File: src/rtl/picomem_pkg.sv
// Shared PicoMem bus definitions: widths, request bundle, arbiter state
// encoding and arbitration policy codes.
package picomem_pkg;

    localparam int PICOMEM_AW = 32;
    localparam int PICOMEM_DW = 32;
    localparam int PICOMEM_SW = 4;

    localparam int ARB_MODE_RR    = 0;
    localparam int ARB_MODE_FIXED = 1;

    typedef enum logic {
        ARB_IDLE  = 1'b0,
        ARB_GRANT = 1'b1
    } arb_state_e;

    typedef struct packed {
        logic [PICOMEM_AW-1:0] addr;
        logic [PICOMEM_DW-1:0] wdata;
        logic [PICOMEM_SW-1:0] wstrb;
    } picomem_req_t;

endpackage

File: src/rtl/picomem_rr_pick.sv
// Two-input winner selection: round-robin on last_grant or fixed m0 priority.
// Purely combinational; win is one-hot, or zero when nobody requests.
module picomem_rr_pick
    import picomem_pkg::*;
#(
    parameter int ARB_MODE = ARB_MODE_RR
) (
    input  logic [1:0] req,
    input  logic       last_grant,
    output logic [1:0] win
);

    always_comb begin
        win = req;
        // last_grant=1 means m1 owned the bus last, so m0 takes the tie
        if (req == 2'b11) begin
            if (ARB_MODE == ARB_MODE_FIXED || last_grant) win = 2'b01;
            else                                          win = 2'b10;
        end
    end

endmodule

File: src/rtl/picomem_arbiter_2_1.sv
// Two-master to one-slave PicoMem arbiter; grant is held until the slave completes.
// Optional watchdog enabled by defining PICOMEM_ARB_TIMEOUT_EN.
module picomem_arbiter_2_1
    import picomem_pkg::*;
#(
    parameter int                    ARB_MODE       = ARB_MODE_RR,
    parameter int                    TIMEOUT_CYCLES = 1024,
    parameter logic [PICOMEM_DW-1:0] TIMEOUT_RDATA  = 32'hDEAD_BEEF
) (
    input  logic                  clk,
    input  logic                  resetn,
    input  logic                  m0_valid,
    input  logic [PICOMEM_AW-1:0] m0_addr,
    input  logic [PICOMEM_DW-1:0] m0_wdata,
    input  logic [PICOMEM_SW-1:0] m0_wstrb,
    output logic                  m0_ready,
    output logic [PICOMEM_DW-1:0] m0_rdata,
    input  logic                  m1_valid,
    input  logic [PICOMEM_AW-1:0] m1_addr,
    input  logic [PICOMEM_DW-1:0] m1_wdata,
    input  logic [PICOMEM_SW-1:0] m1_wstrb,
    output logic                  m1_ready,
    output logic [PICOMEM_DW-1:0] m1_rdata,
    output logic                  s_valid,
    output logic [PICOMEM_AW-1:0] s_addr,
    output logic [PICOMEM_DW-1:0] s_wdata,
    output logic [PICOMEM_SW-1:0] s_wstrb,
    input  logic                  s_ready,
    input  logic [PICOMEM_DW-1:0] s_rdata,
    output logic [1:0]            grant,
    output logic                  busy,
    output logic                  timeout_err
);

    arb_state_e             state_q, state_d;
    logic [1:0]             grant_q, grant_d, win;
    logic                   last_q, last_d;
    logic                   owner, grant_valid, xfer_done, to_hit;
    logic [PICOMEM_DW-1:0]  resp;
    picomem_req_t           req0, req1, req_sel;

    picomem_rr_pick #(.ARB_MODE(ARB_MODE)) u_pick (
        .req        ({m1_valid, m0_valid}),
        .last_grant (last_q),
        .win        (win)
    );

    assign req0        = {m0_addr, m0_wdata, m0_wstrb};
    assign req1        = {m1_addr, m1_wdata, m1_wstrb};
    assign owner       = grant_q[1];
    assign req_sel     = owner ? req1 : req0;
    assign grant_valid = (state_q == ARB_GRANT) && (owner ? m1_valid : m0_valid);
    assign xfer_done   = grant_valid && s_ready;

    // Timeout withdraws s_valid in the same cycle it answers the master
    assign s_valid = grant_valid && !to_hit;
    assign s_addr  = req_sel.addr;
    assign s_wdata = req_sel.wdata;
    assign s_wstrb = req_sel.wstrb;
    assign grant   = grant_q;
    assign busy    = (state_q == ARB_GRANT);

`ifdef PICOMEM_ARB_TIMEOUT_EN
    logic [15:0] cnt_q;
    logic        err_q;

    assign to_hit      = grant_valid && !s_ready && (cnt_q == 16'(TIMEOUT_CYCLES - 1));
    assign timeout_err = err_q;
    assign resp        = to_hit ? TIMEOUT_RDATA : s_rdata;

    always_ff @(posedge clk or negedge resetn) begin
        if (!resetn) begin
            cnt_q <= '0;
            err_q <= 1'b0;
        end else begin
            if (state_q == ARB_IDLE) cnt_q <= '0;
            else if (!s_ready)       cnt_q <= cnt_q + 16'd1;
            if (to_hit)              err_q <= 1'b1;
        end
    end
`else
    logic unused_timeout_params;

    assign to_hit                = 1'b0;
    assign timeout_err           = 1'b0;
    assign resp                  = s_rdata;
    assign unused_timeout_params = ^{TIMEOUT_RDATA, TIMEOUT_CYCLES};
`endif

    always_ff @(posedge clk or negedge resetn) begin
        if (!resetn) begin
            state_q <= ARB_IDLE;
            grant_q <= 2'b00;
            last_q  <= 1'b1;
        end else begin
            state_q <= state_d;
            grant_q <= grant_d;
            last_q  <= last_d;
        end
    end

    always_comb begin
        state_d  = state_q;
        grant_d  = grant_q;
        last_d   = last_q;
        m0_ready = 1'b0;
        m1_ready = 1'b0;
        m0_rdata = '0;
        m1_rdata = '0;
        case (state_q)
            ARB_IDLE: begin
                if (m0_valid || m1_valid) begin
                    state_d = ARB_GRANT;
                    grant_d = win;
                end
            end
            ARB_GRANT: begin
                if (owner) begin
                    m1_ready = xfer_done || to_hit;
                    m1_rdata = resp;
                end else begin
                    m0_ready = xfer_done || to_hit;
                    m0_rdata = resp;
                end
                if (xfer_done || to_hit) begin
                    state_d = ARB_IDLE;
                    grant_d = 2'b00;
                    last_d  = owner;
                end else if (!grant_valid) begin
                    // master abandoned its request: release without touching fairness
                    state_d = ARB_IDLE;
                    grant_d = 2'b00;
                end
            end
            default: begin
                state_d = ARB_IDLE;
                grant_d = 2'b00;
            end
        endcase
    end

endmodule

File: config.mk
export PLATFORM = sky130hd
export DESIGN_NAME = picomem_arbiter_2_1
export DESIGN_NICKNAME = d
export VERILOG_FILES = /design/src/rtl/picomem_pkg.sv /design/src/rtl/picomem_rr_pick.sv /design/src/rtl/picomem_arbiter_2_1.sv
export SDC_FILE = /design/constraint.sdc
export NUM_CORES = 1
export LEC_CHECK = 0
export BUFFER_PORTS_ARGS = -buffer_cell sky130_fd_sc_hd__buf_2
export CAP_MARGIN = 15
export CORE_AREA = 2 2 120 122
export DETAILED_ROUTE_END_ITERATION = 7
export DIE_AREA = 0 0 122 124
export SLEW_MARGIN = 20
export SYNTH_ARGS = -nofsm -noshare
export SYNTH_HDL_FRONTEND = slang
export SYNTH_SLANG_ARGS = --single-unit
File: constraint.sdc
create_clock -name clk -period 1.55 [get_ports clk]
set_input_delay 0.155 -clock clk [delete_from_list [all_inputs] [get_ports clk]]
set_output_delay 0.155 -clock clk [all_outputs]
set_load 0.02 [all_outputs]
-- Word level (Yosys, flattened, before mapping)
Index checks and enable logic that the tools add are counted.
- bits in registers: 4
- input port bits: 173
- output and inout port bits: 139
- logic and storage cells: 32
- equal/unequal tests: 3
- multiplexer cells: 20
- bitwise gates (word level): 1
- reductions and logical operators: 5
- operator list (kind ; count):
    two-way mux 32 bit ; 4
    two-way mux 68 bit ; 1
    two-way mux 2 bit ; 5
    two-way mux 1 bit ; 8
    case mux 2 bit (2 select lines) ; 1
    AND reduction 2 bit ; 2
    != test 3 x 2 -> 1 bit (second input constant) ; 1
    == test 2 bit (second input constant) ; 1
    logical AND 1 bit ; 2
    != test 2 bit (second input constant) ; 1
    case mux 1 bit (2 select lines) ; 1
    logical OR 1 bit ; 1
    NOT 1 bit ; 1

-- Depth between registers and ports, before layout
Gate-level depths: netlist of the first run.
- depth in word-level cells: 5
- gate-level depth with buffers: 4
- depth with buffers taken out: 3

-- Modules after synthesis
Synthesis of the first run repeated with hierarchy kept, for this count alone.
- cell total of the unflattened synthesis: 177
- area, all modules: 1629.1 um^2
- by module, submodules not included (module ; instances ; cells each ; area an instance (um^2) ; sequential area each (um^2)):
    picomem_arbiter_2_1 ; 1 ; 174 ; 1610.3 ; 101.3
    picomem_rr_pick ; 1 ; 3 ; 18.8 ; 0.0

-- Worst setup path after synthesis of the first run
Ideal clock, no wire load.
- kind: register -> output
- start point: register grant_q[1], in the netlist grant[1]
- end point: output s_addr[25]
- arrival time: 1.245 ns
- data required time: 1.395 ns
- slack: 0.150 ns
- cell stages (with the launch flop): 5
- path buffers: 3
- cells stage by stage: dfrtp_1 -> buf_6 -> buf_6 -> buf_6 -> mux2_4
- longest elaborated chain between the ends: 1
- RTL lines (element ; RTL line ; text):
    start: declaration ; picomem_arbiter_2_1.sv:36 ; logic [1:0] grant_q, grant_d, win;
    start signal: assignment ; picomem_arbiter_2_1.sv:97 ; grant_q <= grant_d;
    two-way mux 68 bit ; picomem_arbiter_2_1.sv:51 ; assign req_sel = owner ? req1 : req0;
    end: declaration ; picomem_arbiter_2_1.sv:25 ; output logic [PICOMEM_AW-1:0] s_addr,
Every way passes these cells.

-- Final worst setup path of the first run
- start point: register grant_q[1], in the netlist grant[1]
- end point: output s_wdata[2]
- longest elaborated chain between the ends: 1
- RTL lines (element ; RTL line ; text):
    two-way mux 68 bit ; picomem_arbiter_2_1.sv:51 ;
    end: declaration ; picomem_arbiter_2_1.sv:26 ; output logic [PICOMEM_DW-1:0] s_wdata,
Every way passes these cells.

==> results of run 1 <==
cells by family (layout without fill, tap and decap cells):
| logic type | count (synthesis) | after routing | share of synthesized area, % |
|---|---|---|---|
| DFF | 4 | 4 | 5.96 |
| buffers and inverters | 22 | 328 | 9.79 |
| AOI/OAI and AO/OA | 7 | 7 | 2.87 |
| and+or+nand+nor | 75 | 75 | 27.5 |
| other | 1 | 1 | 0.221 |
| muxes | 69 | 69 | 53.6 |
path summary, 6_finish.rpt:
kind,startpoint,endpoint,slack [ns]
worst max-delay path,grant[1],s_wdata[2],-0.12
worst min-delay path,resetn,busy,0.26
worst max register to register,grant[1],grant[0],0.20
worst min register to register,grant[0],grant[0],0.55
max in group asynchronous,resetn,last_q,1.08
min in group clk,m1_valid,busy,0.26
metal layers:
layer	global-route usage, %	vias up	wire, µm
li1	-	1248	-
met1	10.1	1146	3350
met2	16.4	172	4780
met3	0.870	4	895
met4	1.51	0	37
met5	0	-	0
synth_stat cells:
master	number	area share [%]
sky130_fd_sc_hd__o21ai_0	2	0.59
sky130_fd_sc_hd__clkbuf_2	3	0.88
sky130_fd_sc_hd__mux2_2	32	21
sky130_fd_sc_hd__nand3b_1	1	0.44
sky130_fd_sc_hd__or2_0	1	0.37
sky130_fd_sc_hd__and4_4	1	0.66
sky130_fd_sc_hd__and2_1	32	12
sky130_fd_sc_hd__and3_1	33	12
sky130_fd_sc_hd__o21ai_1	1	0.29
sky130_fd_sc_hd__a32o_1	1	0.59
sky130_fd_sc_hd__nor2_1	3	0.66
sky130_fd_sc_hd__buf_6	3	2.0
sky130_fd_sc_hd__clkbuf_1	6	1.3
sky130_fd_sc_hd__buf_12	3	3.5
sky130_fd_sc_hd__nand2b_1	1	0.37
sky130_fd_sc_hd__mux2i_1	1	0.59
sky130_fd_sc_hd__nor2_4	1	0.66
sky130_fd_sc_hd__inv_1	2	0.44
sky130_fd_sc_hd__buf_4	1	0.44
sky130_fd_sc_hd__mux2_4	36	32
sky130_fd_sc_hd__dfstp_2	1	1.5
sky130_fd_sc_hd__buf_2	4	1.2
sky130_fd_sc_hd__conb_1	1	0.22
sky130_fd_sc_hd__a211o_1	1	0.52
sky130_fd_sc_hd__a31oi_1	1	0.37
sky130_fd_sc_hd__nand2_1	2	0.44
sky130_fd_sc_hd__a32oi_1	1	0.52
sky130_fd_sc_hd__dfrtp_1	3	4.4
cell type report:
class,instances,area share [%]
inverters,2,0.186
clock buffers,4,1.95
multi-input cells,152,37.7
well taps,180,5.57
repair buffers,322,52.0
flip-flops and latches,4,2.60
metrics by stage:
step           worst slack (ns)  power, W  util, %
5_1_grt                  -0.156   0.00419     29.5
3_5_place_dp              0.115   0.00288     24.8
3_3_place_gp              0.136   0.00287     24.8
4_1_cts                  -0.127   0.00343     26.2
2_1_floorplan             0.150   0.00206        -
6_report                 -0.119   0.00397     29.5
layout by cell type, fill, tap and decap left out, types with 2 or more instances in the layout:
cell                        instances
sky130_fd_sc_hd__buf_6             55
sky130_fd_sc_hd__and3_1            32
sky130_fd_sc_hd__o21ai_0            2
sky130_fd_sc_hd__mux2_2            30
sky130_fd_sc_hd__and2_4            32
sky130_fd_sc_hd__buf_12             3
sky130_fd_sc_hd__buf_4              3
sky130_fd_sc_hd__nand2_1            2
sky130_fd_sc_hd__nor2_1             3
sky130_fd_sc_hd__clkbuf_16          6
sky130_fd_sc_hd__buf_2            255
sky130_fd_sc_hd__dfrtp_1            2
sky130_fd_sc_hd__mux2_4            38
sequential cells by signal, summed over array words and instances (netlist names):
name and count:
busy 1, last_q 1, grant 2
repair_timing:
item | in CTS | in global routing
hold buffers | 1 | 0
buffers inserted | 0 | 1
gates cloned | 0 | 4
pin swaps | 0 | 32
resized for setup | 33 | 115
setup endpoints to repair | 70 | 103
endpoints found under the hold margin | 4 | 0
critical path, stage by stage, from the launching register on:
cell and delay (ns):
sky130_fd_sc_hd__dfrtp_4 0.47, sky130_fd_sc_hd__buf_16 0.24, sky130_fd_sc_hd__mux2_2 0.37, sky130_fd_sc_hd__buf_2 0.16
power breakdown:
| group | internal (W) | leakage (nW) | total [W] | switching, W |
|---|---|---|---|---|
| Combinational | 0.00173 | 2.27 | 0.00335 | 0.00163 |
| Sequential | 0.000150 | 0.0463 | 0.000190 | 0.0000400 |
| Clock | 0.000340 | 0.0382 | 0.000421 | 0.0000804 |
==> flow_summary.html, run 1 <==
<table>
<tr><th>Metric</th><th>Value</th></tr>
<tr><th colspan="2">Route</th></tr>
<tr><td>Remaining routing DRC violations</td><td>0</td></tr>
<tr><td>Detail-routed via count per cell</td><td>3.87</td></tr>
<tr><td>Initial DRC Count</td><td>68</td></tr>
<tr><td>Detail Route Antenna Nets</td><td>0</td></tr>
<tr><td>Detailed-route via count</td><td>2,570</td></tr>
<tr><td>Drt total wl</td><td>9060 µm</td></tr>
<tr><td>Number of iterations in the first detailed-routing pass</td><td>4</td></tr>
<tr><td>Average routed wire per standard cell</td><td>13.6 µm</td></tr>
<tr><th colspan="2">CTS</th></tr>
<tr><td>Clk root buf</td><td>sky130_fd_sc_hd__clkbuf_16</td></tr>
<tr><td>Total clock buffers created by CTS</td><td>3</td></tr>
<tr><td>TritonCTS clock tree</td><td>built</td></tr>
<tr><td>Buffer depth of the longest clock path</td><td>2</td></tr>
<tr><td>H-Tree Level Count</td><td>1</td></tr>
<tr><td>Sink Count</td><td>4</td></tr>
<tr><td>Clock transition at the register clock pins on the worst setup and hold paths after CTS</td><td>0.03 ns</td></tr>
<tr><td>Latest clock arrival within the worst-skew pair</td><td>0.23 ns</td></tr>
<tr><th colspan="2">Synthesis</th></tr>
<tr><td>Flop and latch count out of synthesis</td><td>4</td></tr>
<tr><td>Net count of the mapped netlist</td><td>351</td></tr>
<tr><td>Number of synthesis warnings</td><td>0</td></tr>
<tr><td>Post-Syn Area per Cell</td><td>9.55 µm²</td></tr>
<tr><td>Count of different cell masters after synthesis</td><td>28</td></tr>
<tr><td>Mapped Cells</td><td>178</td></tr>
<tr><td>Synth Cell Area</td><td>1700 µm²</td></tr>
<tr><td>Seq/Total Area, Yosys</td><td>5.96%</td></tr>
<tr><th colspan="2">Die</th></tr>
<tr><td>Row count</td><td>43</td></tr>
<tr><td>I/O pin total</td><td>312</td></tr>
<tr><td>Overall die width</td><td>122 µm</td></tr>
<tr><td>Starting density of the core</td><td>12.4%</td></tr>
<tr><td>Die Area</td><td>15,100 µm²</td></tr>
<tr><td>Area of the core</td><td>13,700 µm²</td></tr>
<tr><td>Vertical extent of the die</td><td>124 µm</td></tr>
<tr><th colspan="2">Final layout</th></tr>
<tr><td>Fill count</td><td>1,467</td></tr>
<tr><td>Design Area, Final</td><td>4050 µm²</td></tr>
<tr><td>Footprint of the multi-input gates</td><td>1520 µm²</td></tr>
<tr><td>Antenna Diode Count</td><td>0</td></tr>
<tr><td>Sequential Area</td><td>105 µm²</td></tr>
<tr><td>Final Net Count</td><td>658</td></tr>
<tr><td>Area growth from synthesis to layout</td><td>138%</td></tr>
<tr><td>Final cell count without fillers</td><td>664</td></tr>
<tr><td>Proportion of layout cells with a drive suffix above 1</td><td>88.8%</td></tr>
<tr><th colspan="2">Timing</th></tr>
<tr><td>Fmax</td><td>0.599 GHz</td></tr>
<tr><td>Final count of pins violating max slew</td><td>0</td></tr>
<tr><td>Final Hold Vio Count</td><td>0</td></tr>
<tr><td>Unrepaired setup endpoints after global routing</td><td>yes</td></tr>
<tr><td>Number of endpoints failing setup at the final stage</td><td>103</td></tr>
<tr><td>Final setup slack of the worst path</td><td>-0.119 ns</td></tr>
<tr><td>Post-route worst hold slack</td><td>0.262 ns</td></tr>
<tr><td>Final cycle utilization of the critical path</td><td>108%</td></tr>
<tr><td>Min Clock Period, post-route</td><td>1.67 ns</td></tr>
<tr><td>Post-route clock skew</td><td>0.000933 ns</td></tr>
<tr><td>Setup total negative slack</td><td>-5.89 ns</td></tr>
<tr><th colspan="2">Critical path</th></tr>
<tr><td>CP endpoint kind</td><td>primary output</td></tr>
<tr><td>Required arrival time at the worst endpoint</td><td>1.39 ns</td></tr>
<tr><td>Crit path DAT</td><td>1.51 ns</td></tr>
<tr><td>Worst setup path category</td><td>reg2out</td></tr>
<tr><td>CP max FO</td><td>42</td></tr>
<tr><td>Worst reg-to-reg path cell count</td><td>4</td></tr>
<tr><td>Category of the worst setup path launch point</td><td>flop</td></tr>
<tr><th colspan="2">Status</th></tr>
<tr><td>Failing checks</td><td>negative setup slack</td></tr>
<tr><td>Result of the run</td><td>finished, violations left</td></tr>
<tr><th colspan="2">GRT</th></tr>
<tr><td>Global-route wire length before repair</td><td>10,300 µm</td></tr>
<tr><td>Largest net degree at the start of global routing</td><td>43</td></tr>
<tr><td>Overall fraction of global-route tracks in use</td><td>8.46%</td></tr>
<tr><td>Antenna violations before repair</td><td>0</td></tr>
<tr><td>Total congestion overflow</td><td>0</td></tr>
<tr><td>Number of global-route vias before repair</td><td>2,121</td></tr>
<tr><th colspan="2">Pwr</th></tr>
<tr><td>Largest voltage drop on the vdd net</td><td>0.000457 V</td></tr>
<tr><td>Areal power density over the cells</td><td>980 nW/µm²</td></tr>
<tr><td>Leakage Power</td><td>2.36 nW</td></tr>
<tr><th colspan="2">Place</th></tr>
<tr><td>Total placed cells including tap cells</td><td>654</td></tr>
<tr><td>Final weighted congestion in routability-driven placement</td><td>0.807</td></tr>
<tr><td>Half-perimeter wire length of the detailed placement result</td><td>6850 µm</td></tr>
<tr><td>Post-DP Area</td><td>3400 µm²</td></tr>
<tr><td>I/O Buffers</td><td>310</td></tr>
<tr><th colspan="2">Flow run</th></tr>
<tr><td>Max-cap viol count</td><td>0</td></tr>
<tr><th colspan="2">Min path</th></tr>
<tr><td>Min-Delay Path Class</td><td>in2async</td></tr>
</table>
Note: power is estimated with default switching activity, not from simulation.
==> inputs of run 2 (changes only) <==
Settings changed: SETUP_SLACK_MARGIN from default to 0.4.
==> flow_summary.html, run 2 (same netlist as run 1, synthesis figures left out) <==
<table>
<tr><th>Metric</th><th>Value</th></tr>
<tr><th colspan="2">Critical path</th></tr>
<tr><td>Worst stage delay on the critical path</td><td>0.50 ns (+0.03 ns)</td></tr>
<tr><td>Number of buffer and inverter stages on the critical path</td><td>3 (+1)</td></tr>
<tr><td>Category of the worst setup path launch point</td><td>flop</td></tr>
<tr><td>Required arrival time at the worst endpoint</td><td>1.39 ns (about the same)</td></tr>
<tr><td>CP endpoint kind</td><td>primary output</td></tr>
<tr><td>CP max FO</td><td>11 (-74%)</td></tr>
<tr><td>Crit-path leading delay family</td><td>flip-flops</td></tr>
<tr><td>Crit path cell chain</td><td>buf_6 -&gt; buf_16 -&gt; mux2_4 -&gt; buf_4</td></tr>
<tr><td>Worst-path cell with the longest stage delay</td><td>sky130_fd_sc_hd__dfrtp_4</td></tr>
<tr><td>Worst setup path category</td><td>reg2out</td></tr>
<tr><td>Crit path DAT</td><td>1.50 ns (about the same)</td></tr>
<tr><th colspan="2">Die</th></tr>
<tr><td>Row count</td><td>43 (unchanged)</td></tr>
<tr><td>Vertical extent of the die</td><td>124 µm (unchanged)</td></tr>
<tr><td>Area of the core</td><td>13,700 µm² (unchanged)</td></tr>
<tr><td>I/O pin total</td><td>312 (unchanged)</td></tr>
<tr><td>Starting density of the core</td><td>12.4% (unchanged)</td></tr>
<tr><td>Overall die width</td><td>122 µm (unchanged)</td></tr>
<tr><td>Die Area</td><td>15,100 µm² (unchanged)</td></tr>
<tr><th colspan="2">Pwr</th></tr>
<tr><td>Sequential fraction of design power</td><td>4.2% (-0.6 points)</td></tr>
<tr><td>Comb pwr share</td><td>86.6% (+2.0 points)</td></tr>
<tr><td>Leakage Power</td><td>2.44 nW (+3.5%)</td></tr>
<tr><td>Largest voltage drop on the vdd net</td><td>0.000500 V (+9.3%)</td></tr>
<tr><td>Clock network power share</td><td>9.2% (-1.4 points)</td></tr>
<tr><td>P_int</td><td>0.00263 W (+19%)</td></tr>
<tr><td>Final total power</td><td>0.00451 W (+14%)</td></tr>
<tr><td>Areal power density over the cells</td><td>979 nW/µm² (-0.11%)</td></tr>
<tr><td>Sw Ratio</td><td>41.6% (-2.4 points)</td></tr>
<tr><td>Switch Pwr</td><td>0.00188 W (+7.5%)</td></tr>
<tr><th colspan="2">GRT</th></tr>
<tr><td>Number of global-route vias before repair</td><td>2,423 (+14%)</td></tr>
<tr><td>Antenna violations before repair</td><td>0 (unchanged)</td></tr>
<tr><td>Total congestion overflow</td><td>0 (unchanged)</td></tr>
<tr><td>Global-route wire length before repair</td><td>12,300 µm (+20%)</td></tr>
<tr><td>Largest net degree at the start of global routing</td><td>41 (-4.7%)</td></tr>
<tr><td>Overall fraction of global-route tracks in use</td><td>10.5% (+2.1 points)</td></tr>
<tr><th colspan="2">Final layout</th></tr>
<tr><td>Antenna Diode Count</td><td>0 (unchanged)</td></tr>
<tr><td>Largest register FFs</td><td>2 (unchanged)</td></tr>
<tr><td>Area growth from synthesis to layout</td><td>171%</td></tr>
<tr><td>Final Net Count</td><td>670 (+1.8%)</td></tr>
<tr><td>Proportion of layout cells with a drive suffix above 1</td><td>95.2% (+6.3 points)</td></tr>
<tr><td>Commonest cells after routing, fill and taps aside</td><td>223 x sky130_fd_sc_hd__buf_2, 80 x sky130_fd_sc_hd__buf_6, 37 x sky130_fd_sc_hd__mux2_4, 32 x sky130_fd_sc_hd__and3_4, 31 x sky130_fd_sc_hd__mux2_2</td></tr>
<tr><td>Fill count</td><td>1,409 (-4.0%)</td></tr>
<tr><td>Most common cell after layout, fill and taps aside</td><td>sky130_fd_sc_hd__buf_2</td></tr>
<tr><th colspan="2">CTS</th></tr>
<tr><td>Sink Count</td><td>4 (unchanged)</td></tr>
<tr><td>TritonCTS clock tree</td><td>built</td></tr>
<tr><td>Total clock buffers created by CTS</td><td>3 (unchanged)</td></tr>
<tr><td>H-Tree Level Count</td><td>1 (unchanged)</td></tr>
<tr><td>Clock transition at the register clock pins on the worst setup and hold paths after CTS</td><td>0.03 ns (about the same)</td></tr>
<tr><td>Clk root buf</td><td>sky130_fd_sc_hd__clkbuf_16</td></tr>
<tr><td>Buffer depth of the longest clock path</td><td>2 (unchanged)</td></tr>
<tr><td>Latest clock arrival within the worst-skew pair</td><td>0.22 ns (about the same)</td></tr>
<tr><th colspan="2">Min path</th></tr>
<tr><td>Min-Delay Path Class</td><td>in2async</td></tr>
<tr><th colspan="2">Flow run</th></tr>
<tr><td>Max-cap viol count</td><td>0 (unchanged)</td></tr>
<tr><th colspan="2">Timing</th></tr>
<tr><td>Final Hold Vio Count</td><td>0 (unchanged)</td></tr>
<tr><td>Post-route clock skew</td><td>0.000182 ns (-0.000751 ns)</td></tr>
<tr><td>Number of endpoints failing setup at the final stage</td><td>116 (+13%)</td></tr>
<tr><td>Final setup slack of the worst path</td><td>-0.103 ns (+0.0161 ns)</td></tr>
<tr><td>Final count of pins violating max slew</td><td>0 (unchanged)</td></tr>
<tr><td>Unrepaired setup endpoints after global routing</td><td>yes</td></tr>
<tr><td>Fmax</td><td>0.605 GHz (+0.97%)</td></tr>
<tr><td>Min Clock Period, post-route</td><td>1.65 ns (-0.0161 ns)</td></tr>
<tr><td>Final cycle utilization of the critical path</td><td>107% (-1.0 points)</td></tr>
<tr><th colspan="2">Route</th></tr>
<tr><td>Detailed-route via count</td><td>2,620 (+1.9%)</td></tr>
<tr><td>Initial DRC Count</td><td>69 (+1.5%)</td></tr>
<tr><td>Remaining routing DRC violations</td><td>0 (unchanged)</td></tr>
<tr><td>Average routed wire per standard cell</td><td>14.6 µm (+6.7%)</td></tr>
<tr><td>Drt total wl</td><td>9840 µm (+8.6%)</td></tr>
<tr><td>Detail Route Antenna Nets</td><td>0 (unchanged)</td></tr>
<tr><td>Detail-routed via count per cell</td><td>3.88 (+0.14%)</td></tr>
<tr><td>Number of iterations in the first detailed-routing pass</td><td>4 (unchanged)</td></tr>
<tr><th colspan="2">Place</th></tr>
<tr><td>I/O Buffers</td><td>310 (unchanged)</td></tr>
<tr><td>Worst setup timing slack at the placement stage</td><td>0.0885 ns (-0.0270 ns)</td></tr>
<tr><td>Half-perimeter wire length of the detailed placement result</td><td>7190 µm (+4.9%)</td></tr>
<tr><td>Final weighted congestion in routability-driven placement</td><td>0.839 (+3.9%)</td></tr>
<tr><th colspan="2">Status</th></tr>
<tr><td>Result of the run</td><td>finished, violations left</td></tr>
<tr><td>Failing checks</td><td>negative setup slack</td></tr>
</table>
-- run 2: final timing paths --
path	startpoint	depth (start not counted)	end	slack (ns)
setup / recovery	grant[1]	4	s_addr[16]	-0.10
hold / removal	resetn	2	grant[1]	0.27
setup reg to reg	grant[1]	5	grant[0]	0.17
hold reg to reg	grant[0]	2	grant[0]	0.55
max in group asynchronous	resetn	2	last_q	1.08
min in group clk	s_ready	3	grant[0]	0.29
-- run 2: area by class of cell --
type	count	area, µm²	area share [%]
clock buffer	4	78.8	1.71
multi-input combinational	152	1670	36.3
sequential	4	106	2.31
timing repair buffer	334	2510	54.6
inverter	2	7.51	0.163
tap	180	225	4.89
-- run 2: per-layer routing --
metal | vias up | share of wire [%] | GRT usage, %
met1 | 1189 | 36 | 11.4
met2 | 156 | 56 | 21.9
met5 | - | 0 | 0
li1 | 1273 | - | -
met3 | 2 | 7.7 | 1.92
met4 | 0 | 0.27 | 0.575
-- run 2: per-stage QoR --
stage	util, %	TNS, ns	hold slack, ns	cells	area [µm²]
2_1_floorplan	-	0	-0.141	178	1980
3_3_place_gp	26.7	0	-0.0342	653	3660
3_5_place_dp	26.7	0	-0.0319	653	3660
4_1_cts	31.4	-7.74	0.275	670	4310
5_1_grt	33.6	-10.50	0.282	676	4610
6_report	33.6	-6.23	0.270	676	4610
-- run 2: power groups by stage --
stage / clock network [W] / registers (W) / logic [W]
after floorplan: 0 / 0.000195 / 0.00214
after global placement: 0 / 0.000197 / 0.00290
after detailed placement: 0 / 0.000198 / 0.00292
after CTS: 0.000421 / 0.000186 / 0.00361
after global routing: 0.000438 / 0.000192 / 0.00410
final: 0.000415 / 0.000189 / 0.00391
-- run 2: timing repair --
action / 4_1_cts / 5_1_grt
setup endpoints to repair: 140 / 141
gates cloned: 6 / 3
endpoints found under the hold margin: 4 / 0
gates resized for setup: 125 / 55
pin swaps: 4 / 1
hold buffers: 1 / 0
setup buffers: 6 / 3
